==> src/rtl/stopwatch_control_if.sv <==
// Button/counter-chain bundle for stopwatch_control: raw button levels and
// max_reached in, tick/clear/display/status out. "master" is the button and counter side.
interface stopwatch_control_if;
  logic       btn_start_stop;
  logic       btn_clear;
  logic       btn_lap;
  logic       max_reached;
  logic       tick_en;
  logic       count_clr;
  logic       disp_freeze;
  logic       running;
  logic [2:0] state;

  modport master (
    output btn_start_stop, btn_clear, btn_lap, max_reached,
    input  tick_en, count_clr, disp_freeze, running, state
  );

  modport slave (
    input  btn_start_stop, btn_clear, btn_lap, max_reached,
    output tick_en, count_clr, disp_freeze, running, state
  );
endinterface

==> src/rtl/stopwatch_control.sv <==
// Stopwatch run/pause/lap/clear sequencer with a tenth-second prescaler.
// Define STOPWATCH_LAP_EN to build the LAP state and the btn_lap path.
module stopwatch_control #(
  parameter int TICK_DIV = 500000
) (
  input  logic               clk5,
  input  logic               reset,
  stopwatch_control_if.slave bus
);

  typedef enum logic [2:0] {
    S_IDLE  = 3'd0,
    S_RUN   = 3'd1,
    S_PAUSE = 3'd2,
    S_LAP   = 3'd3,
    S_HALT  = 3'd4
  } state_e;

  localparam int            PW     = (TICK_DIV > 1) ? $clog2(TICK_DIV) : 1;
  localparam logic [PW-1:0] PRE_TC = PW'(TICK_DIV - 1);

  state_e        state_q, state_d;
  logic [PW-1:0] presc_q, presc_d;
  logic [1:0]    ss_sync_q, ss_sync_d, cl_sync_q, cl_sync_d;
  logic          ss_prev_q, ss_prev_d, cl_prev_q, cl_prev_d;
  logic          tick_q, tick_d, clr_q, clr_d;
  logic          run_q, run_d, freeze_q, freeze_d;
  logic          ev_ss, ev_cl, ev_lap;
  logic          in_run, at_tc, overflow, clr_act;

  assign ss_sync_d = {ss_sync_q[0], bus.btn_start_stop};
  assign cl_sync_d = {cl_sync_q[0], bus.btn_clear};
  assign ss_prev_d = ss_sync_q[1];
  assign cl_prev_d = cl_sync_q[1];
  assign ev_ss     = ss_sync_q[1] & ~ss_prev_q;
  assign ev_cl     = cl_sync_q[1] & ~cl_prev_q;

`ifdef STOPWATCH_LAP_EN
  logic [1:0] lp_sync_q, lp_sync_d;
  logic       lp_prev_q, lp_prev_d;

  assign lp_sync_d = {lp_sync_q[0], bus.btn_lap};
  assign lp_prev_d = lp_sync_q[1];
  assign ev_lap    = lp_sync_q[1] & ~lp_prev_q;

  always_ff @(posedge clk5) begin
    if (reset) begin
      lp_sync_q <= '0;
      lp_prev_q <= 1'b0;
    end else begin
      lp_sync_q <= lp_sync_d;
      lp_prev_q <= lp_prev_d;
    end
  end
`else
  logic unused_lap;
  assign unused_lap = bus.btn_lap;
  assign ev_lap     = 1'b0;
`endif

  always_ff @(posedge clk5) begin
    if (reset) begin
      state_q   <= S_IDLE;
      presc_q   <= '0;
      ss_sync_q <= '0;
      cl_sync_q <= '0;
      ss_prev_q <= 1'b0;
      cl_prev_q <= 1'b0;
      tick_q    <= 1'b0;
      clr_q     <= 1'b0;
      run_q     <= 1'b0;
      freeze_q  <= 1'b0;
    end else begin
      state_q   <= state_d;
      presc_q   <= presc_d;
      ss_sync_q <= ss_sync_d;
      cl_sync_q <= cl_sync_d;
      ss_prev_q <= ss_prev_d;
      cl_prev_q <= cl_prev_d;
      tick_q    <= tick_d;
      clr_q     <= clr_d;
      run_q     <= run_d;
      freeze_q  <= freeze_d;
    end
  end

  assign in_run   = (state_q == S_RUN) || (state_q == S_LAP);
  assign at_tc    = in_run && (presc_q == PRE_TC);
  assign overflow = at_tc && bus.max_reached;

  // Each state takes the highest-priority event it accepts; overflow overrides.
  always_comb begin
    state_d = state_q;
    clr_act = 1'b0;
    case (state_q)
      S_IDLE: begin
        if (ev_cl)      clr_act = 1'b1;
        else if (ev_ss) state_d = S_RUN;
      end
      S_RUN: begin
        if (ev_ss)       state_d = S_PAUSE;
        else if (ev_lap) state_d = S_LAP;
      end
      S_LAP: begin
        if (ev_ss)       state_d = S_PAUSE;
        else if (ev_lap) state_d = S_RUN;
      end
      S_PAUSE: begin
        if (ev_cl) begin
          state_d = S_IDLE;
          clr_act = 1'b1;
        end else if (ev_ss) begin
          state_d = S_RUN;
        end
      end
      S_HALT: begin
        if (ev_cl) begin
          state_d = S_IDLE;
          clr_act = 1'b1;
        end
      end
      default: state_d = S_IDLE;
    endcase
    if (overflow) state_d = S_HALT;

    // Prescaler holds in PAUSE/HALT so a resume keeps the partial tenth.
    presc_d = presc_q;
    if (in_run)                presc_d = at_tc ? '0 : presc_q + 1'b1;
    else if (state_q == S_IDLE) presc_d = '0;
    if (clr_act)               presc_d = '0;
  end

  always_comb begin
    tick_d = at_tc && !bus.max_reached;
    clr_d  = clr_act;
    run_d  = (state_d == S_RUN) || (state_d == S_LAP);
`ifdef STOPWATCH_LAP_EN
    freeze_d = (state_d == S_LAP);
`else
    freeze_d = 1'b0;
`endif
  end

  assign bus.state       = state_q;
  assign bus.tick_en     = tick_q;
  assign bus.count_clr   = clr_q;
  assign bus.running     = run_q;
  assign bus.disp_freeze = freeze_q;

endmodule

==> src/flat_wrapper.sv <==
// flat-port wrapper written by rule: the top's interface ports become plain ports
module stopwatch_control_flat 
#(
  parameter int TICK_DIV = 500000
)
  (clk5, reset, bus_btn_start_stop, bus_btn_clear, bus_btn_lap, bus_max_reached, bus_tick_en, bus_count_clr, bus_disp_freeze, bus_running, bus_state);
  stopwatch_control_if bus_i ();
  input  logic clk5;
  input  logic reset;
  input wire logic [$bits(bus_i.btn_start_stop)-1:0] bus_btn_start_stop;
  input wire logic [$bits(bus_i.btn_clear)-1:0] bus_btn_clear;
  input wire logic [$bits(bus_i.btn_lap)-1:0] bus_btn_lap;
  input wire logic [$bits(bus_i.max_reached)-1:0] bus_max_reached;
  output wire logic [$bits(bus_i.tick_en)-1:0] bus_tick_en;
  output wire logic [$bits(bus_i.count_clr)-1:0] bus_count_clr;
  output wire logic [$bits(bus_i.disp_freeze)-1:0] bus_disp_freeze;
  output wire logic [$bits(bus_i.running)-1:0] bus_running;
  output wire logic [$bits(bus_i.state)-1:0] bus_state;
  assign bus_i.btn_start_stop = bus_btn_start_stop;
  assign bus_i.btn_clear = bus_btn_clear;
  assign bus_i.btn_lap = bus_btn_lap;
  assign bus_i.max_reached = bus_max_reached;
  assign bus_tick_en = bus_i.tick_en;
  assign bus_count_clr = bus_i.count_clr;
  assign bus_disp_freeze = bus_i.disp_freeze;
  assign bus_running = bus_i.running;
  assign bus_state = bus_i.state;
  stopwatch_control #(.TICK_DIV(TICK_DIV)) u_core (.clk5(clk5), .reset(reset), .bus(bus_i));
endmodule
==> config.mk <==
export PLATFORM = sky130hd
export DESIGN_NAME = stopwatch_control_flat
export DESIGN_NICKNAME = d
export VERILOG_FILES = /design/src/rtl/stopwatch_control_if.sv /design/src/rtl/stopwatch_control.sv /design/src/flat_wrapper.sv
export SDC_FILE = /design/constraint.sdc
export NUM_CORES = 1
export LEC_CHECK = 0
export CAP_MARGIN = 5
export CORE_AREA = 3 3 58 87
export DETAILED_ROUTE_END_ITERATION = 6
export DIE_AREA = 0 0 61 90
export PLACE_DENSITY = 0.49
export SLEW_MARGIN = 20
export SYNTH_ARGS = -nofsm -noshare
export SYNTH_HDL_FRONTEND = slang
export SYNTH_SLANG_ARGS = --single-unit
==> constraint.sdc <==
create_clock -name clk5 -period 2.4 [get_ports clk5]
set_input_delay 0.36 -clock clk5 [delete_from_list [all_inputs] [get_ports clk5]]
set_output_delay 0.36 -clock clk5 [all_outputs]
set_load 0.05 [all_outputs]
# After elaboration in Yosys (flattened, before gate mapping)
# Cells that the tools add are included.
totals:
  elab_cells: 44
  inputBits: 6
  output_inout_bits: 7
  ff_bits: 31
op_classes:
  reduce_logical: 11
  bitwise: 4
  n_eq_ne: 7
  mux: 12
  n_addsub: 1
op_table:
  columns: ["operator", "count"]
  rows:
  - ["$mux 19", 3]
  - ["$add 19x1->19 const B", 1]
  - ["$eq 19x19->1 const B", 1]
  - ["$mux 3", 6]
  - ["$pmux 3 s4", 1]
  - ["$eq 3x2->1 const B", 3]
  - ["$eq 3x1->1 const B", 2]
  - ["$reduce_or 2->1", 2]
  - ["$eq 3x3->1 const B", 1]
  - ["$logic_and 1x1->1", 3]
  - ["$logic_not 3->1", 1]
  - ["$reduce_or 3->1", 1]
  - ["$and 1x1->1", 2]
  - ["$logic_or 1x1->1", 2]
  - ["$mux 1", 2]
  - ["$not 1->1", 2]
  - ["$reduce_bool 2->1", 1]
  - ["$logic_not 1->1", 1]

# Logic depth before layout (Yosys ltp)
# Gate-level depths: netlist of the first run.
depth:
  depth_word: 8
  ltp_mapped: 8

# Worst setup path before layout of the first run
# OpenSTA, ideal clock, no wires.
synth_path:
  path_type: "flip-flop to flip-flop"
  from: "register u_core.state_q[0], in the netlist u_core.bus.state[0]"
  to: "register u_core.presc_q[18]"
  t_arrival_ps: 1794
  period_less_slack_ps: 1911
  setup_slack_ps: 489
  stages_incl_launch_ff: 8
  cell_sequence: "dfxtp_1 > buf_2 > inv_1 > a21o_1 > clkbuf_1 > nor4_1 > xnor2_1 > nor2_1"
synth_between:
  elab_chain_len: 5
  word_cells_on_any_way: 13
synth_lines:
  columns: ["item", "line", "text"]
  rows:
  - ["start: declaration", "stopwatch_control.sv:22", "state_e state_q, state_d;"]
  - ["start signal: assignment", "stopwatch_control.sv:74", "state_q <= state_d;"]
  - ["$eq 3x1->1 or $eq 3x2->1 (tied branches)", "stopwatch_control.sv:87", "assign in_run = (state_q == S_RUN) || (state_q == S_LAP);"]
  - ["$logic_or 1x1->1", "stopwatch_control.sv:87", null]
  - ["$logic_and 1x1->1", "stopwatch_control.sv:88", "assign at_tc = in_run && (presc_q == PRE_TC);"]
  - ["$mux 19 (2 in a row)", "stopwatch_control.sv:128", "if (in_run) presc_d = at_tc ? '0 : presc_q + 1'b1;"]
  - ["end signal: assignment", "stopwatch_control.sv:75", "presc_q <= presc_d;"]
  - ["end: declaration", "stopwatch_control.sv:23", "logic [PW-1:0] presc_q, presc_d;"]
# Parallel ways exist; a longest one is shown, timed or not.
# A chain may end at the register's enable or synchronous reset.

# Worst setup path in the final report of the first run
layout_path:
  from: "register u_core.state_q[2], in the netlist u_core.bus.state[2]"
  to: "output port bus_state[2]"
layout_lines:
  columns: ["item", "line", "text"]
  rows:
  - ["end: declaration", "flat_wrapper.sv:18", "output wire logic [$bits(bus_i.state)-1:0] bus_state;"]
# No word-level cell between the ends.

==> metrics list, run 1 <==
- Result of the run: finished clean
- Worst vdd rail ir drop: 248 uV
- Number of hold-repair buffers added at the cts stage: 0
* Standby leakage power: 0.565 nW
- After floorplanning, the core was divided into 29 placement rows.
- # diodes: 0
* Count of endpoints failing setup in the final report: 0
- Hold timing on the final database bottoms out at a slack of ~0.44 ns.
* Routing usage on met2: 0.230
- H-tree lvl count: 2
- Die area: 0.00549 sq mm
- Summed over all nets, the half-perimeter wirelength after detailed placement is 2460 microns.
* CTS buffer count: 5
* Sequential share of the synthesized area: 0.411
- The compound-gate portion of the synthesized area came to 0.115.
- For this configuration, the core starts out at a cell density of 0.350.
* Synth Area in Simple Gates: 0.358
* Total power divided by cell area: 575 mW/mm^2
- Source-to-sink clock delay at the later pin of the worst-skew pair: 0.28 ns
* Post-layout nets: 201
* Clock-pin slew on the worst setup and hold paths: 0.06 ns
- After synthesis, the netlist uses 42 different library cells.
- The routed layout has 1309 vias.
* Count of TritonRoute iterations in the first routing pass: 4
- Max stage delay cell, worst path: sky130_fd_sc_hd__clkdlybuf4s50_1
* Core region area: 0.00432 sq mm
* Crit path largest cell delay: around 0.87 ns
* Via count of the first global-routing pass: 1297
* RSZ-0062 raised after global routing: false
* Detailed router's first-iteration violation count: 36
* Async set-or-reset flop fraction in the synthesized netlist: 0
* Critical path class: register to primary output
- In this run the remaining antenna-violating nets after routing total 0.
* Number of synthesized register bits: 31
- The synthesized design contains 0 enable-type register cells.
- Fill cells in the final layout number ~460.
- Post-CTS resize count: 0
- Mapped Nets: 190
* Proportion of synthesized area in mux cells: 0.0199
- For the pin with the worst max-slew slack, the measured transition is 0.659 ns.
- Summing all non-filler instances in the final layout gives an area of 0.00172 sq mm.
- Ys Warns: 0
- Together, buffers and inverters on the worst path number 1.
- Data on the critical path is required at its endpoint by 2.04 ns.
* Total global-route track usage: 0.136
- The die is 90 microns tall.
- Met1 track utilization from global routing: 0.157
- Worst-case headroom to the max-slew limit: 0.560
- Data arrival time of the worst path: between 1.5 and 2 ns
* Critical-path cell list: clkdlybuf4s50_1
- Fraction of layout instances using a drive strength above 1: 0.0821
* Met3 demand-to-capacity share in global routing: 0.0344
- Setup tns final: 0 ns
- Maximum number of pins on one net before global-route repair: 19
- Master cell of the clock root buffer: sky130_fd_sc_hd__clkbuf_8
- Of all nets on the critical path, the largest fanout is 11.
- Part of the cycle the worst path needs: 0.841
- Detail-routed via count per cell: between 5 and 6
- Of the total synthesized cell area, the portion taken by full adders, half adders and majority gates is 0.00829.
- The final hold violation count is 0.
- Synth Instances: 183
- Final Routed Wirelength: around 3300 microns
- Type of the tightest min-delay check: register to register
- Largest family of logic cells by synthesized area: simple AND/OR/NAND/NOR gates
* Critical path startpoint category: register
- Worst clock skew: about 0.0046 ns
- Syn_area_per_cell: 8.25 sq um
* Min Tclk post-route: 2.02 ns
- In this run the count of I/O pins placed on the die edge is 13.
- X dimension of the die: between 60 and 70 microns
- Share of the core filled with cells: 0.399
- Derived from the worst setup path, the maximum achievable clock frequency is 0.495 GHz.
* Critical path depth: 1
* Number of antenna violations at the first check in global routing: 0
* Area growth, synth to finish: 14.0%
- In this run the cell area measured after placement is around 0.0016 sq mm.
* TritonCTS clock tree: built
- Post-detailed-route DRC marker count: 0
* Non-filler cells, final: 241
- GPL Wtd Cong: 0.770
- Cell count of the worst reg-to-reg path: 5
- After global routing the overflow that remains totals 0.
- Worst hold stages: 1
- Xor and xnor area share after synthesis: 0.0348
- Number of maximum-capacitance violations: 0
* Netlist area before placement: 0.00151 sq mm
- Largest delay share family, worst path: buffers and inverters
* Most common flop cell mapped by yosys: sky130_fd_sc_hd__dfxtp_1
* Routed length per instance: 13.9 microns
* Global routing's busiest layer: met2
- TritonCTS sink count: 31
- During placement, the flow inserted port buffers numbering 10.
- In this run the deepest clock path goes through 2 buffers.
* Number of setup buffers added after CTS: 0
- The worst setup path is captured at a primary output.
- The first global-routing pass estimated just under 6000 microns of wire.
- Max-slew violation total from the final report: 0
* Total instance count after detailed placement: between 200 and 250
-- cell usage in the layout, fill, tap and decap left out, types with 2 or more instances in the layout --
cell type	n
sky130_fd_sc_hd__xnor2_1	6
sky130_fd_sc_hd__inv_1	7
sky130_fd_sc_hd__nor2_1	20
sky130_fd_sc_hd__clkbuf_1	2
sky130_fd_sc_hd__o21ai_0	5
sky130_fd_sc_hd__nor3_1	7
sky130_fd_sc_hd__or3_1	2
sky130_fd_sc_hd__nor4_1	6
sky130_fd_sc_hd__and3_1	3
sky130_fd_sc_hd__nand2_1	19
sky130_fd_sc_hd__nand4_1	4
sky130_fd_sc_hd__and4_1	2
sky130_fd_sc_hd__clkdlybuf4s50_1	10
sky130_fd_sc_hd__nand3_1	14
sky130_fd_sc_hd__nor2b_1	8
sky130_fd_sc_hd__nand4b_1	2
sky130_fd_sc_hd__mux2i_1	3
sky130_fd_sc_hd__a21o_1	2
sky130_fd_sc_hd__a31oi_1	3
sky130_fd_sc_hd__a21oi_1	9
sky130_fd_sc_hd__buf_4	3
sky130_fd_sc_hd__nand2b_1	4
sky130_fd_sc_hd__dfxtp_1	31
sky130_fd_sc_hd__clkbuf_8	5
-- through the flow --
stage / total power, W / worst slack, ns
2_1_floorplan: 0.000587 / 0.489
3_3_place_gp: 0.000608 / 0.469
3_5_place_dp: 0.000610 / 0.429
4_1_cts: 0.00101 / 0.372
5_1_grt: 0.00104 / 0.282
6_report: 0.000990 / 0.381
-- state kept, by name, summed over array words and instances, names as in the netlist --
| register | flops |
|---|---|
| u_core.presc_q | 19 |
| u_core.bus.count_clr | 1 |
| u_core.cl_sync_q | 2 |
| u_core.bus.tick_en | 1 |
| u_core.cl_prev_q | 1 |
| u_core.ss_prev_q | 1 |
| u_core.bus.running | 1 |
| u_core.ss_sync_q | 2 |
| u_core.bus.state | 3 |
-- worst register-to-register path, stage by stage (launching register included) --
cell and delay, ns:
sky130_fd_sc_hd__dfxtp_1 0.50, sky130_fd_sc_hd__inv_1 0.16, sky130_fd_sc_hd__a21o_1 0.40, sky130_fd_sc_hd__nor4_1 0.44, sky130_fd_sc_hd__xnor2_1 0.16, sky130_fd_sc_hd__nor2_1 0.05
-- layout make-up --
cell class              count  area [sq um]  share of cell area
repair buffers             13           123              0.0712
multi-input cells         136           813               0.472
inverters                   7          26.3              0.0153
well taps                  46          57.6              0.0334
flip-flops and latches     31           621               0.360
clock buffers               7          76.3              0.0443
clock inverters             1          5.00             0.00291
-- path summary, 6_finish.rpt --
kind                         endpoint  slack [ns]                 from
setup / recovery         bus_state[2]        0.38  u_core.bus.state[2]
hold / removal    u_core.cl_sync_q[1]        0.44  u_core.cl_sync_q[0]
setup reg to reg   u_core.presc_q[17]        0.58  u_core.bus.state[0]
hold reg to reg   u_core.cl_sync_q[1]        0.44  u_core.cl_sync_q[0]
-- cell usage after synthesis (2+ instances only) --
cell                        n  area, sq um
sky130_fd_sc_hd__xnor2_1    6         52.6
sky130_fd_sc_hd__clkbuf_1   3         11.3
sky130_fd_sc_hd__dfxtp_1   31          621
sky130_fd_sc_hd__and4_1     2         17.5
sky130_fd_sc_hd__nor2_1    20         75.1
sky130_fd_sc_hd__a21oi_1    9         45.0
sky130_fd_sc_hd__nor3_1     7         35.0
sky130_fd_sc_hd__o21ai_0    5         25.0
sky130_fd_sc_hd__nand4_1    4         25.0
sky130_fd_sc_hd__nand3_1   14         70.1
sky130_fd_sc_hd__inv_1      7         26.3
sky130_fd_sc_hd__nand2b_1   4         25.0
sky130_fd_sc_hd__a21o_1     2         15.0
sky130_fd_sc_hd__or3_1      2         12.5
sky130_fd_sc_hd__nand2_1   19         71.3
sky130_fd_sc_hd__buf_2      3         15.0
sky130_fd_sc_hd__nor4_1     6         37.5
sky130_fd_sc_hd__nand4b_1   2         17.5
sky130_fd_sc_hd__and3_1     3         18.8
sky130_fd_sc_hd__nor2b_1    8         50.1
sky130_fd_sc_hd__mux2i_1    3         30.0
sky130_fd_sc_hd__a31oi_1    3         18.8
-- power by group --
| group | internal [W] | switching, W | total (W) | leakage [nW] |
|---|---|---|---|---|
| Clock | 0.000203 | 0.000189 | 0.000392 | 0.0422 |
| Sequential | 0.000522 | 0.00000546 | 0.000527 | 0.251 |
| Combinational | 0.0000245 | 0.0000457 | 0.0000702 | 0.272 |
-- cells by family after synthesis --
group	after synthesis
buf+inv	16
compound gates	27
xor+xnor	6
fa+ha+maj	1
simple gates	98
other cells	1
mux	3
flops	31
-- metal layers --
layer,vias to the layer above,part of all wire,wire length [microns]
met5,-,0,0
met4,0,0.017,58
met3,4,0.028,92
met2,18,0.52,1740
met1,620,0.43,1450
li1,667,-,-
Note: power is estimated with default switching activity, not from simulation.
==> inputs of run 2 (changes only) <==
--- a/config.mk
+++ b/config.mk
@@ -9,7 +9,7 @@
 export CORE_AREA = 3 3 58 87
 export DETAILED_ROUTE_END_ITERATION = 6
 export DIE_AREA = 0 0 61 90
-export PLACE_DENSITY = 0.49
+export PLACE_DENSITY = 0.5
 export SLEW_MARGIN = 20
 export SYNTH_ARGS = -nofsm -noshare
 export SYNTH_HDL_FRONTEND = slang
==> constraint.sdc (replaced) <==
create_clock -name clk5 -period 1.6 [get_ports clk5]
set_input_delay 0.24 -clock clk5 [delete_from_list [all_inputs] [get_ports clk5]]
set_output_delay 0.24 -clock clk5 [all_outputs]
set_load 0.05 [all_outputs]
==> run 2 against run 1 <==
Compared with the run above: the flow now finishes with violations (setup timing); register-to-register slack worse by 0.64 ns; die area unchanged; sequential cell count unchanged; clock power increased by 78%; non-clock buffer count up 20; count of clock-buffer cells in the layout is 1 higher; clock skew increased by 0.00067 ns; via count rose by 4.3%; worst hold slack improved by 0.0075 ns; highest routed layer unchanged; design area up 14%; power is 63% higher; utilization grew 5.7 points.
==> metrics list, run 2 (synthesis gave the netlist of run 1 again) <==
- TritonCTS sink count: 31 (unchanged)
* X dimension of the die: 61 microns (unchanged)
- Die area: 0.00549 sq mm (unchanged)
- Post-detailed-route DRC marker count: 0 (unchanged)
* Critical R2R Launch: u_core.presc_q[14]
* Master cell of the clock root buffer: sky130_fd_sc_hd__clkbuf_8
- Post-layout nets: 221 (+10%)
- Area growth, synth to finish: 30.2%
- The number of antenna violations at the first check in global routing was 0 (unchanged).
- The via total after detailed routing came to 1365 (+4.3%).
- Number of top-level pins: 13 (unchanged)
* HPWL after detailed placement: 2620 microns (+6.6%)
- The maximum number of buffers from clock root to sink came to 2 (unchanged).
- GPL Wtd Cong: 0.747 (-3.0%)
- Largest register by flop count: u_core.presc_q
* RSZ-0062 raised after global routing: true
- Count of endpoints failing setup in the final report: 15 (+15)
* Hold Fails Final Rpt: 0 (unchanged)
* Detail-routed via count per cell: 5.23 (-3.7%)
- Non-filler cells, final: 261 (+8.3%)
* Clock-pin slew on the worst setup and hold paths: 0.07 ns (about the same)
* Max-slew violation total from the final report: 0 (unchanged)
- Critical Path Source: u_core.presc_q[14]
* Worst clock skew: 0.00522 ns (+0.000668 ns)
- Reg2reg end: u_core.presc_q[12]
- Final hold slack: 0.451 ns (+0.00753 ns)
* Critical path class: register to register
- Total of buffers placed on input and output ports: 10 (unchanged)
* Routed length per instance: 13.9 microns (+0.37%)
* Starting Density: 0.350 (unchanged)
- Via count of the first global-routing pass: 1323 (+2.0%)
- The largest driver fanout on the critical path was 8 (-3).
- Of the available clock period, the critical path in the final layout requires 1.04.
- Maximum number of pins on one net before global-route repair: 14 (-5)
- CTS buffer count: 5 (unchanged)
* Total congestion overflow after global routing: 0 (unchanged)
* Fmax: 0.602 GHz
- Element type at the critical path end: register
* H-tree lvl count: 2 (unchanged)
- Core region area: 0.00432 sq mm (unchanged)
- Type of the tightest min-delay check: register to register
- The total routing usage reported by global routing is 0.147 (+0.0112).
- Number of maximum-capacitance violations: 0 (unchanged)
* Failing checks: setup timing
- The flow ran to the end, but the final reports show violations.
- Standby leakage power: 0.689 nW (+22%)
- # diodes: 0 (unchanged)
- The flip-flop count of the largest register after layout came to 19 (unchanged).
- The total number of placement rows was 29 (unchanged).
- The insertion delay to the later sink of the worst-skew pair was 0.28 ns (about the same).
- Fin worst setup slack: -0.0620 ns (-0.443 ns)
- Endpoint required time on the critical path: 1.78 ns (-0.26 ns)
* Count of TritonRoute iterations in the first routing pass: 4 (unchanged)
- Worst setup timing slack at the placement stage: -0.107 ns (-0.536 ns)
- Slack of the worst reg-to-reg path: -0.06 ns (-0.64 ns)
- Global-route wire length before repair: 6220 microns (+7.8%)
- Cell count of the worst reg-to-reg path: 6 (+1)
* Fraction of layout instances using a drive strength above 1: 0.270 (+0.188)
- Final Routed Wirelength: 3640 microns (+8.7%)
* Worst vdd rail ir drop: 542 uV (+120%)
- The number of cells in the design after placement was 251 (+7.7%).
* Antenna viol nets, final: 0 (unchanged)
- Detailed router's first-iteration violation count: 64 (+78%)
- TritonCTS built the clock tree.
- Data arrival time of the worst path: 1.84 ns (+0.18 ns)
- Leaving out fill and tap cells, the most frequent cells in the layout are sky130_fd_sc_hd__buf_4 (28), sky130_fd_sc_hd__dfxtp_1 (28), sky130_fd_sc_hd__nand2_1 (19), sky130_fd_sc_hd__nor2_1 (19), sky130_fd_sc_hd__nand3_1 (13).
- The chip height is 90 microns (unchanged).
- In this run the worst setup path terminates at u_core.presc_q[12].
- Critical path startpoint category: register
- The routed design could run at a clock period as short as 1.66 ns.
- Total power divided by cell area: 818 mW/mm^2 (+42%)
## run 2: changes by cell type in the layout (fill, tap and decap cells not counted), moves of 2 or more
cell                              before  now
sky130_fd_sc_hd__dfxtp_2               0    2
sky130_fd_sc_hd__nor4_2                0    4
sky130_fd_sc_hd__buf_4                 3   28
sky130_fd_sc_hd__dfxtp_1              31   28
sky130_fd_sc_hd__nor4_1                6    1
sky130_fd_sc_hd__clkdlybuf4s50_1      10    4
sky130_fd_sc_hd__clkbuf_8              5    7
## run 2: layout make-up
class / instances / area (sq um)
multi-input cells: 136 / 893
clock buffers: 8 / 100
fillers: 422 / 2350
flip-flops and latches: 31 / 627
inverters: 7 / 26.3
repair buffers: 33 / 262
well taps: 46 / 57.6
## run 2: per-stage QoR
| step | power (W) | setup TNS (ns) | util | instance area, sq um |
|---|---|---|---|---|
| after floorplan | 0.000881 | -0.264 | - | 1550 |
| after global placement | 0.000924 | -0.887 | 0.418 | 1800 |
| after detailed placement | 0.000926 | -1.52 | 0.418 | 1800 |
| after CTS | 0.00162 | -1.60 | 0.441 | 1900 |
| after global routing | 0.00168 | -2.29 | 0.455 | 1970 |
| final | 0.00161 | -0.546 | 0.455 | 1970 |
## run 2: power breakdown
group	leakage, nW	internal, W	switching, W
Sequential	0.253	0.000782	0.00000850
Combinational	0.385	0.0000455	0.0000741
Clock	0.0515	0.000393	0.000306
Total	0.689	0.00122	0.000388
## run 2: worst min path at each step
stage | startpoint | cells past startpoint | slack, ns | endpoint
2_1_floorplan | bus_max_reached | 1 | 0.31 | u_core.bus.tick_en
3_3_place_gp | u_core.cl_sync_q[0] | 1 | 0.44 | u_core.cl_sync_q[1]
3_5_place_dp | u_core.cl_sync_q[0] | 1 | 0.44 | u_core.cl_sync_q[1]
4_1_cts | u_core.cl_sync_q[0] | 1 | 0.46 | u_core.cl_sync_q[1]
5_1_grt | u_core.ss_sync_q[0] | 1 | 0.47 | u_core.ss_sync_q[1]
6_report | u_core.cl_sync_q[0] | 1 | 0.45 | u_core.cl_sync_q[1]
## run 2: repair_timing
action,4_1_cts,5_1_grt
setup endpoints to repair,19,23
resized for setup,0,11
hold buffers,0,0
buffers inserted,0,2
pin swaps,0,5
## run 2: critical path, stage by stage (launching register included)
cell                       delay (ns)
sky130_fd_sc_hd__dfxtp_1         0.31
sky130_fd_sc_hd__or4_4           0.55
sky130_fd_sc_hd__nor4_4          0.15
sky130_fd_sc_hd__buf_4           0.18
sky130_fd_sc_hd__a211oi_4        0.10
sky130_fd_sc_hd__nor2_4          0.20
sky130_fd_sc_hd__nor2_1          0.06
## run 2: per-layer routing
layer | global-route usage | share of wire | vias up
met3 | 0.0344 | 0.022 | 6
met4 | 0.0542 | 0.018 | 0
li1 | - | - | 702
met5 | 0 | 0 | -
met2 | 0.242 | 0.53 | 11
met1 | 0.181 | 0.43 | 646
==> inputs of run 3 (changes only) <==
--- a/config.mk
+++ b/config.mk
@@ -10,6 +10,7 @@
 export DETAILED_ROUTE_END_ITERATION = 6
 export DIE_AREA = 0 0 61 90
 export PLACE_DENSITY = 0.5
+export SETUP_SLACK_MARGIN = 0.5
 export SLEW_MARGIN = 20
 export SYNTH_ARGS = -nofsm -noshare
 export SYNTH_HDL_FRONTEND = slang
==> run 3 against run 2 <==
Compared with the run above: the run still ends with setup timing left; setup slack lost 0.042 ns; final cell count up 3.1%; clock power is 17% lower; highest routed layer unchanged; critical endpoint is now u_core.bus.state[1]; critical path type unchanged.
==> metrics list, run 3 (synthesis gave the netlist of run 1 again) <==
- Core region area: 0.00432 sq mm (unchanged)
* Most frequent standard cell in the layout excluding fill and tap cells: sky130_fd_sc_hd__buf_4
- Cell area after layout: 0.00212 sq mm (+7.8%)
* Endpoint required time on the critical path: 1.77 ns (about the same)
- The post-detailed-placement half-perimeter wirelength is 2870 microns (+9.8%).
- Post-layout nets: 229 (+3.6%)
- The maximum level of the CTS H-tree was 2 (unchanged).
- The insertion delay to the later sink of the worst-skew pair came to 0.27 ns (about the same).
* Post-detailed-route DRC marker count: 0 (unchanged)
* Total power divided by cell area: 711 mW/mm^2 (-13%)
- Total of buffers placed on input and output ports: 10 (unchanged)
- Clock-pin slew on the worst setup and hold paths: 0.07 ns (about the same)
- Die area: 0.00549 sq mm (unchanged)
- Total congestion overflow after global routing: 0 (unchanged)
- The minimum clock period was 1.70 ns (+0.0422 ns).
- The via total after detailed routing is 1454 (+6.5%).
- The final reports fail on setup timing.
* CP Buf/Inv Count: 1 (unchanged)
- Master cell of the clock root buffer: sky130_fd_sc_hd__clkbuf_8
* Standby leakage power: 0.749 nW (+8.8%)
* Largest delay share family, worst path: simple AND/OR/NAND/NOR gates
- Element type at the critical path end: register
* Number of buffers on the longest clock path: 2 (unchanged)
- CTS buffer count: 5 (unchanged)
* Detailed router's first-iteration violation count: 27 (-58%)
- Share of the core filled with cells: 0.491 (+0.0356)
* Number of antenna violations at the first check in global routing: 0 (unchanged)
* Detail-routed via count per cell: 5.41 (+3.4%)
- Total global-route track usage: 0.161 (+0.0137)
- The die extent in x is 61 microns (unchanged).
* Data arrival time of the worst path: 1.88 ns (+0.04 ns)
- Antenna viol nets, final: 0 (unchanged)
- The instance area after placement is 0.00186 sq mm (+3.3%).
- GPL Wtd Cong: 0.807 (+8.0%)
- Largest register by flop count: u_core.presc_q
- TritonCTS clock tree: built
- Among all stages on the critical path, the largest delay is contributed by sky130_fd_sc_hd__or4_4.
- Vert. Die Dim: 90 microns (unchanged)
* Row count: 29 (unchanged)
- Critical path startpoint category: register
* Via count of the first global-routing pass: 1507 (+14%)
- Area growth, synth to finish: 40.3%
- Maximum number of pins on one net before global-route repair: 10 (-4)
- Global-route wire length before repair: 6800 microns (+9.2%)
- Routed length per instance: 14.5 microns (+4.4%)
* Most frequent cells in the layout: sky130_fd_sc_hd__buf_4 (26), sky130_fd_sc_hd__dfxtp_1 (21), sky130_fd_sc_hd__nand2_1 (19)
- The iteration count of the initial detailed-routing pass came to 4 (unchanged).
- Setup repair after global routing could not meet its margin everywhere.
- The final hold violation count was 0 (unchanged).
- TritonCTS sink count: 31 (unchanged)
- The final cycle utilization of the critical path was 1.07 (+0.0264).
- Worst vdd rail ir drop: 474 uV (-12%)
- # diodes: 0 (unchanged)
- The worst clock skew on the final layout came to 0.00613 ns (+0.000914 ns).
* Highest net fanout along the worst path: 3 (-5)
- The number of top-level design ports came to 13 (unchanged).
- Critical-path cell list: or4_4, nor4_4, buf_4, and2_4, a311o_2, nor3_1
* Total power of the final layout: 0.00151 W (-6.3%)
* Fin worst setup slack: -0.104 ns (-0.0422 ns)
- Type of the tightest min-delay check: register to register
* Count of endpoints failing setup in the final report: 17 (+2)
* Fmax: 0.587 GHz (-2.5%)
* Total instance count after detailed placement: 253 (+0.80%)
* Worst setup timing slack at the placement stage: -0.0889 ns (+0.0178 ns)
* Critical path class: register to register
* Non-filler cells, final: 269 (+3.1%)
- The post-detailed-routing wire length came to 3910 microns (+7.6%).
- Fraction of layout instances using a drive strength above 1: 0.368 (+0.0979)
* Max-slew violation total from the final report: 0 (unchanged)
- The flip-flop count of the largest register after layout came to 19 (unchanged).
* Number of maximum-capacitance violations: 0 (unchanged)
- Crit path largest cell delay: 0.54 ns (about the same)
- The initial core utilization came to 0.350 (unchanged).
- Result of the run: finished, violations left
==> run 3: changes by cell type in the layout (fill, tap and decap cells not counted), sizes merged <==
cell and delta:
dlygate4sd2 +1, clkdlybuf4s50 -1, clkbuf -1, clkinv +1, a21o +1, buf +7
==> run 3: metal layers <==
layer / vias up / part of all wire / track usage
met5: - / 0 / 0
met4: 0 / 0.038 / 0.0778
met3: 14 / 0.024 / 0.0430
met2: 28 / 0.53 / 0.264
met1: 692 / 0.41 / 0.185
li1: 720 / - / -
==> run 3: final timing paths <==
path | startpoint | to | slack (ns) | depth (start not counted)
setup / recovery | u_core.presc_q[14] | u_core.bus.state[1] | -0.10 | 6
hold / removal | u_core.cl_sync_q[0] | u_core.cl_sync_q[1] | 0.45 | 1
setup reg to reg | u_core.presc_q[14] | u_core.bus.state[1] | -0.10 | 6
hold reg to reg | u_core.cl_sync_q[0] | u_core.cl_sync_q[1] | 0.45 | 1
==> run 3: through the flow <==
step	TNS, ns	hold WS (ns)
2_1_floorplan	-0.261	0.311
3_3_place_gp	-0.841	0.430
3_5_place_dp	-1.06	0.433
4_1_cts	-0.647	0.455
5_1_grt	-2.21	0.462
6_report	-0.681	0.450
==> run 3: final cells by class <==
cell class,instances,area (sq um)
Tap cell,46,57.6
Multi-Input combinational cell,137,947
Sequential cell,31,641
Clock inverter,1,5.00
Clock buffer,7,76.3
Inverter,7,31.3
Timing Repair Buffer,40,362
Fill cell,425,2200
==> run 3: power breakdown <==
group	total (W)	switching, W	internal, W
Combinational	0.000134	0.0000795	0.0000545
Clock	0.000582	0.000277	0.000305
Sequential	0.000791	0.0000111	0.000780
Total	0.00151	0.000368	0.00114
==> run 3: repair_timing <==
item | in CTS | in global routing
setup buffers | 6 | 1
resized for setup | 24 | 12
endpoints found under the setup margin | 27 | 27
hold buffers | 0 | 0
pin swaps | 10 | 10
gates cloned | 1 | 0
